File: src/rtl/mcs4_ram_dbg_ctrl.sv
// mcs4_ram_dbg_ctrl: host sequencer for the shared i4002 RAM debug port.
// Define MCS4_DBG_CTRL_STATS_EN to add saturating stat_acc/stat_err counters.
module mcs4_ram_dbg_ctrl #(
    parameter int NUM_RAMS       = 4,
    parameter int TIMEOUT_CYCLES = 15
) (
    input  logic        clk,
    input  logic        rst,
    input  logic        cmd_valid,
    output logic        cmd_ready,
    input  logic [1:0]  cmd_op,
    input  logic [8:0]  cmd_addr,
    input  logic [8:0]  cmd_len,
    input  logic [7:0]  cmd_wdata,
    output logic        rsp_valid,
    input  logic        rsp_ready,
    output logic [7:0]  rsp_data,
    output logic        rsp_err,
    output logic        rsp_last,
    output logic [11:0] dbg_addr,
    output logic [7:0]  dbg_wdata,
    output logic        dbg_wen,
    output logic        dbg_ren,
    input  logic [7:0]  dbg_rdata,
    input  logic        dbg_rdata_vld,
`ifdef MCS4_DBG_CTRL_STATS_EN
    output logic [15:0] stat_acc,
    output logic [15:0] stat_err,
`endif
    output logic        busy
);
    typedef enum logic [2:0] {IDLE, ISSUE, RD_WAIT, RSP, WR_DONE} state_t;

    state_t      state, state_n;
    logic        wr_q, err_q, sticky_q;
    logic [8:0]  addr_q, cnt_q;
    logic [7:0]  wdata_q, data_q;
    logic [15:0] tcnt;
    logic        chip_bad, timeout;

    // WRITE and FILL both have op bit 0 set; bulk vs single is folded into cnt_q
    assign chip_bad  = {1'b0, addr_q[8:5]} >= 5'(NUM_RAMS);
    assign timeout   = tcnt == 16'(TIMEOUT_CYCLES - 1);
    assign dbg_addr  = {3'b000, addr_q};
    assign dbg_wdata = wdata_q;

    // State register
    always_ff @(posedge clk) begin
        if (rst) state <= IDLE;
        else     state <= state_n;
    end

    // Next state and outputs; strobes are masked during reset so an abandoned command never touches a RAM
    always_comb begin
        state_n   = state;
        cmd_ready = state == IDLE;
        busy      = state != IDLE;
        rsp_valid = state == RSP || state == WR_DONE;
        rsp_data  = state == RSP ? data_q : 8'h00;
        rsp_err   = state == RSP ? err_q : (state == WR_DONE ? sticky_q : 1'b0);
        rsp_last  = state == WR_DONE || (state == RSP && cnt_q == 9'd0);
        dbg_ren   = !rst && state == ISSUE && !chip_bad && !wr_q;
        dbg_wen   = !rst && state == ISSUE && !chip_bad && wr_q;
        case (state)
            IDLE:    if (cmd_valid) state_n = ISSUE;
            ISSUE:   state_n = !wr_q ? (chip_bad ? RSP : RD_WAIT) : (cnt_q == 9'd0 ? WR_DONE : ISSUE);
            RD_WAIT: if (dbg_rdata_vld || timeout) state_n = RSP;
            RSP:     if (rsp_ready) state_n = rsp_last ? IDLE : ISSUE;
            WR_DONE: if (rsp_ready) state_n = IDLE;
            default: state_n = IDLE;
        endcase
    end

    // Command latch, address/count walk, read capture and timeout counting
    always_ff @(posedge clk) begin
        if (rst) begin
            wr_q     <= 1'b0;
            addr_q   <= '0;
            cnt_q    <= '0;
            wdata_q  <= '0;
            data_q   <= '0;
            err_q    <= 1'b0;
            sticky_q <= 1'b0;
            tcnt     <= '0;
        end else begin
            case (state)
                IDLE: if (cmd_valid) begin
                    wr_q     <= cmd_op[0];
                    addr_q   <= cmd_addr;
                    cnt_q    <= cmd_op[1] ? cmd_len : 9'd0;
                    wdata_q  <= cmd_wdata;
                    sticky_q <= 1'b0;
                end
                ISSUE: begin
                    tcnt <= '0;
                    if (wr_q) begin
                        if (chip_bad) sticky_q <= 1'b1;
                        if (cnt_q != 9'd0) begin
                            addr_q <= addr_q + 9'd1;
                            cnt_q  <= cnt_q - 9'd1;
                        end
                    end else if (chip_bad) begin
                        data_q <= 8'h00;
                        err_q  <= 1'b1;
                    end
                end
                RD_WAIT: begin
                    tcnt <= tcnt + 16'd1;
                    if (dbg_rdata_vld) begin
                        data_q <= dbg_rdata;
                        err_q  <= 1'b0;
                    end else if (timeout) begin
                        data_q <= 8'h00;
                        err_q  <= 1'b1;
                    end
                end
                RSP: if (rsp_ready && cnt_q != 9'd0) begin
                    addr_q <= addr_q + 9'd1;
                    cnt_q  <= cnt_q - 9'd1;
                end
                default: ;
            endcase
        end
    end

`ifdef MCS4_DBG_CTRL_STATS_EN
    logic byte_err;

    assign byte_err = (state == ISSUE && chip_bad) || (state == RD_WAIT && !dbg_rdata_vld && timeout);

    // Saturating counts of issued strobes and errored bytes
    always_ff @(posedge clk) begin
        if (rst) begin
            stat_acc <= '0;
            stat_err <= '0;
        end else begin
            if ((dbg_ren || dbg_wen) && stat_acc != 16'hFFFF) stat_acc <= stat_acc + 16'd1;
            if (byte_err && stat_err != 16'hFFFF) stat_err <= stat_err + 16'd1;
        end
    end
`endif
endmodule
File: config.mk
export PLATFORM = sky130hd
export DESIGN_NAME = mcs4_ram_dbg_ctrl
export DESIGN_NICKNAME = d
export VERILOG_FILES = /design/src/rtl/mcs4_ram_dbg_ctrl.sv
export SDC_FILE = /design/constraint.sdc
export NUM_CORES = 1
export LEC_CHECK = 0
export CORE_MARGIN = 2
export CORE_UTILIZATION = 40
export CTS_CLUSTER_DIAMETER = 50
export DETAILED_ROUTE_END_ITERATION = 12
export PLACE_DENSITY_LB_ADDON = 0.1
export SYNTH_ARGS = -nofsm -noshare
export SYNTH_HDL_FRONTEND = slang
export SYNTH_SLANG_ARGS = --single-unit
File: constraint.sdc
create_clock -name clk -period 2.2 [get_ports clk]
set_input_delay 0.33 -clock clk [delete_from_list [all_inputs] [get_ports clk]]
set_output_delay 0.33 -clock clk [all_outputs]
set_load 0.005 [all_outputs]
==> impl_metrics.py <==
metrics = {
    "finish": {
        "drive_gt1_share_pct": 16.3,
        "fillCellCount": 720,
        "final_core_util_pct": 57.1,
        "syn2layout_area_growth_pct": 37.3,
        "final_area_um2": 4160,
        "final_common_cell": "clkdlybuf4s50_1",
        "most-common-layout-cells": "clkdlybuf4s50_1, nand2_1, dfxtp_1",
        "seqCellArea_um2": 1130,
        "multiInputGateArea_um2": 1800,
        "nets": 524,
    },
    "setup_path": {
        "crit_family": "simple AND/OR/NAND/NOR gates",
        "slowest_delay_ns": 0.46,
        "critPathSlowestCell": "or4b_4",
        "r2r_start": "cnt_q[0]",
        "critPathRequiredTime_ns": 1.87,
        "crit_path_start": "cnt_q[0]",
        "path_cells": "inv_2 -> ha_4 -> or4b_4 -> or3_4 -> o21ai_2 -> buf_2",
        "cp.arrival_ns": 1.88,
        "end_kind": "primary output",
        "path_depth": 6,
        "start_kind": "register",
        "reg2regPathDepth": 9,
        "worst-setup-path-type": "reg -> out",
        "critPathMaxFanout": 2,
        "path_buf_inv": 2,
    },
    "global_routing": {
        "grt_pass1_vias": 3042,
        "gr-total-overflow": 0,
        "antenna_found_initial": 0,
        "grt_max_degree": 32,
        "grt_pass1_wl_um": 13900,
        "track_usage_pct": 20.0,
    },
    "timing": {
        "period_minus_slack_ns": 2.21,
        "fmax_ghz": 0.453,
        "worstMarginPinSlew_ns": 0.613,
        "rsz0062_at_grt": "true",
        "hold_viol": 0,
        "post-route-period-util_pct": 100,
        "setup_viol": 1,
        "setup_slack_ns": -0.00887,
        "holdWs_ns": 0.342,
        "slew_headroom_pct": 58.8,
        "drv_slew": 0,
        "fin_skew_ns": 0.00977,
    },
    "yosys": {
        "async_flop_share_pct": 0,
        "synth.top_cell.area_share_pct": 37.0,
        "synth_ff_type": "dfxtp_1",
        "synth_seq_cells": 56,
        "netlist_instances": 394,
        "synth-seq-area-share_pct": 37.0,
        "syn_avg_cell_area_um2": 7.69,
        "synth_edf_count": 0,
        "yosysTopAreaCell": "dfxtp_1",
        "yosysWarnings": 0,
        "synthDistinctLibCells": 57,
        "synth_area_leaders": "dfxtp_1, nand2_1, a21oi_1",
        "synth_area_um2": 3030,
    },
    "pwr": {
        "p_per_area_nw_per_um2": 844,
        "finalPower_mw": 3.51,
        "p_leak_nw": 1.55,
        "ir_worst_vdd_v": 0.000536,
    },
    "routing": {
        "wl_um": 8130,
        "ant_nets": 0,
        "wire_per_inst_um": 14.0,
        "drt_drc_violations_left": 0,
        "via_per_inst": 5.48,
        "first_pass_iters": 4,
        "drt_iter0_markers": 168,
        "num_vias": 3177,
    },
    "floorplanning": {
        "start_util_pct": 41.6,
        "core_area_um2": 7290,
        "die_w_um": 91.0,
        "ioPinCount": 76,
        "die_h_um": 91.0,
        "die-area_um2": 8290,
        "rows": 31,
    },
    "cts": {
        "root_buffer": "clkbuf_8",
        "cts.sinks": 56,
        "insertion_delay_ns": 0.31,
        "htree_levels": 2,
        "clockBufferDepth": 2,
        "cts_hold_buf": 0,
        "cts_tree": "yes",
        "cts-buffers-inserted": 5,
        "clk_pin_slew_ns": 0.10,
    },
    "placed_design": {
        "gp_congestion": 0.873,
        "placed_area_um2": 3980,
        "pre_cts_ws_ns": -0.204,
        "io_buffers": 72,
        "dp_hpwl_um": 5980,
    },
    "hold_path": {
        "min_path_cells": 2,
        "holdCritPathClass": "in -> reg",
        "min-delay-start": "rst",
    },
    "run": {
        "drv_cap": 0,
    },
    "run_status": {
        "status": "finished, violations left",
        "violations": "setup timing",
    },
}
## flip-flops by register name, summed over array words and instances (netlist names)
| name | count |
|---|---|
| data_q | 8 |
| dbg_wdata | 8 |
| wr_q | 1 |
| tcnt | 16 |
| err_q | 1 |
| state | 3 |
| cnt_q | 9 |
| addr_q | 9 |
| sticky_q | 1 |
## path summary, 6_finish.rpt
path                                endpoint  slack (ns)
worst max-delay path                rsp_last      -0.009
worst min-delay path                cnt_q[1]        0.34
worst max register to register     addr_q[4]        0.12
worst min register to register  dbg_wdata[6]        0.46
## cell usage after synthesis (all sizes together), types with 2 or more instances
library cell,instances
a21oi,44
a311oi,6
nor2b,2
a22o,8
nor3b,4
o211ai,3
o32ai,3
nand4,8
nor3,14
ha,4
nand2,61
mux2,4
or2,4
and3,12
or4,3
a31oi,8
o21ai,19
nor2,32
buf,11
o31ai,3
or3,7
nor4,4
clkbuf,20
inv,7
nand2b,5
dfxtp,56
nand3,17
a211oi,3
o311ai,2
## final cells by class
type / instances / area share [%]
inverter: 7 / 0.631
tap: 99 / 2.98
antenna: 1 / 0.0601
sequential: 56 / 27.1
clock inverter: 2 / 0.842
multi-input combinational: 302 / 43.1
timing repair buffer: 107 / 23.5
clock buffer: 6 / 1.74
## per-stage QoR
stage	TNS (ns)	cells
after floorplan	0	396
after global placement	-0.201	569
after detailed placement	-0.205	569
after CTS	-0.0526	578
after global routing	-0.186	579
final	-0.00887	580
## power by group
part,leakage [nW],internal (mW),switching [mW]
clock,0.0552,0.339,0.336
sequential,0.457,1.14,0.122
combinational,1.04,0.765,0.810
total,1.55,2.25,1.27
## layer usage
layer | wire length, um | global-route usage, % | part of all wire (%)
met1 | 3950 | 27.8 | 49
met2 | 3730 | 32.1 | 46
met3 | 374 | 2.66 | 4.6
met4 | 80 | 6.69 | 0.98
met5 | 0 | 0 | 0
## repair_timing
action                                  CTS  global route
gates resized for setup                  17             6
pin swaps                                 2             2
endpoints found under the setup margin   15            20
buffers inserted                          1             1
gates cloned                              0             0
## logic make-up after synthesis
family                     synth area share [%]
buffers and inverters                      5.86
and+or+nand+nor                            29.8
muxes                                      1.49
xor gates and xnor gates                  0.289
DFF                                        37.0
other                                     0.124
AOI/OAI and AO/OA                          23.8
adders and majority gates                  1.65
No activity file was read; power rests on OpenSTA's default activity.
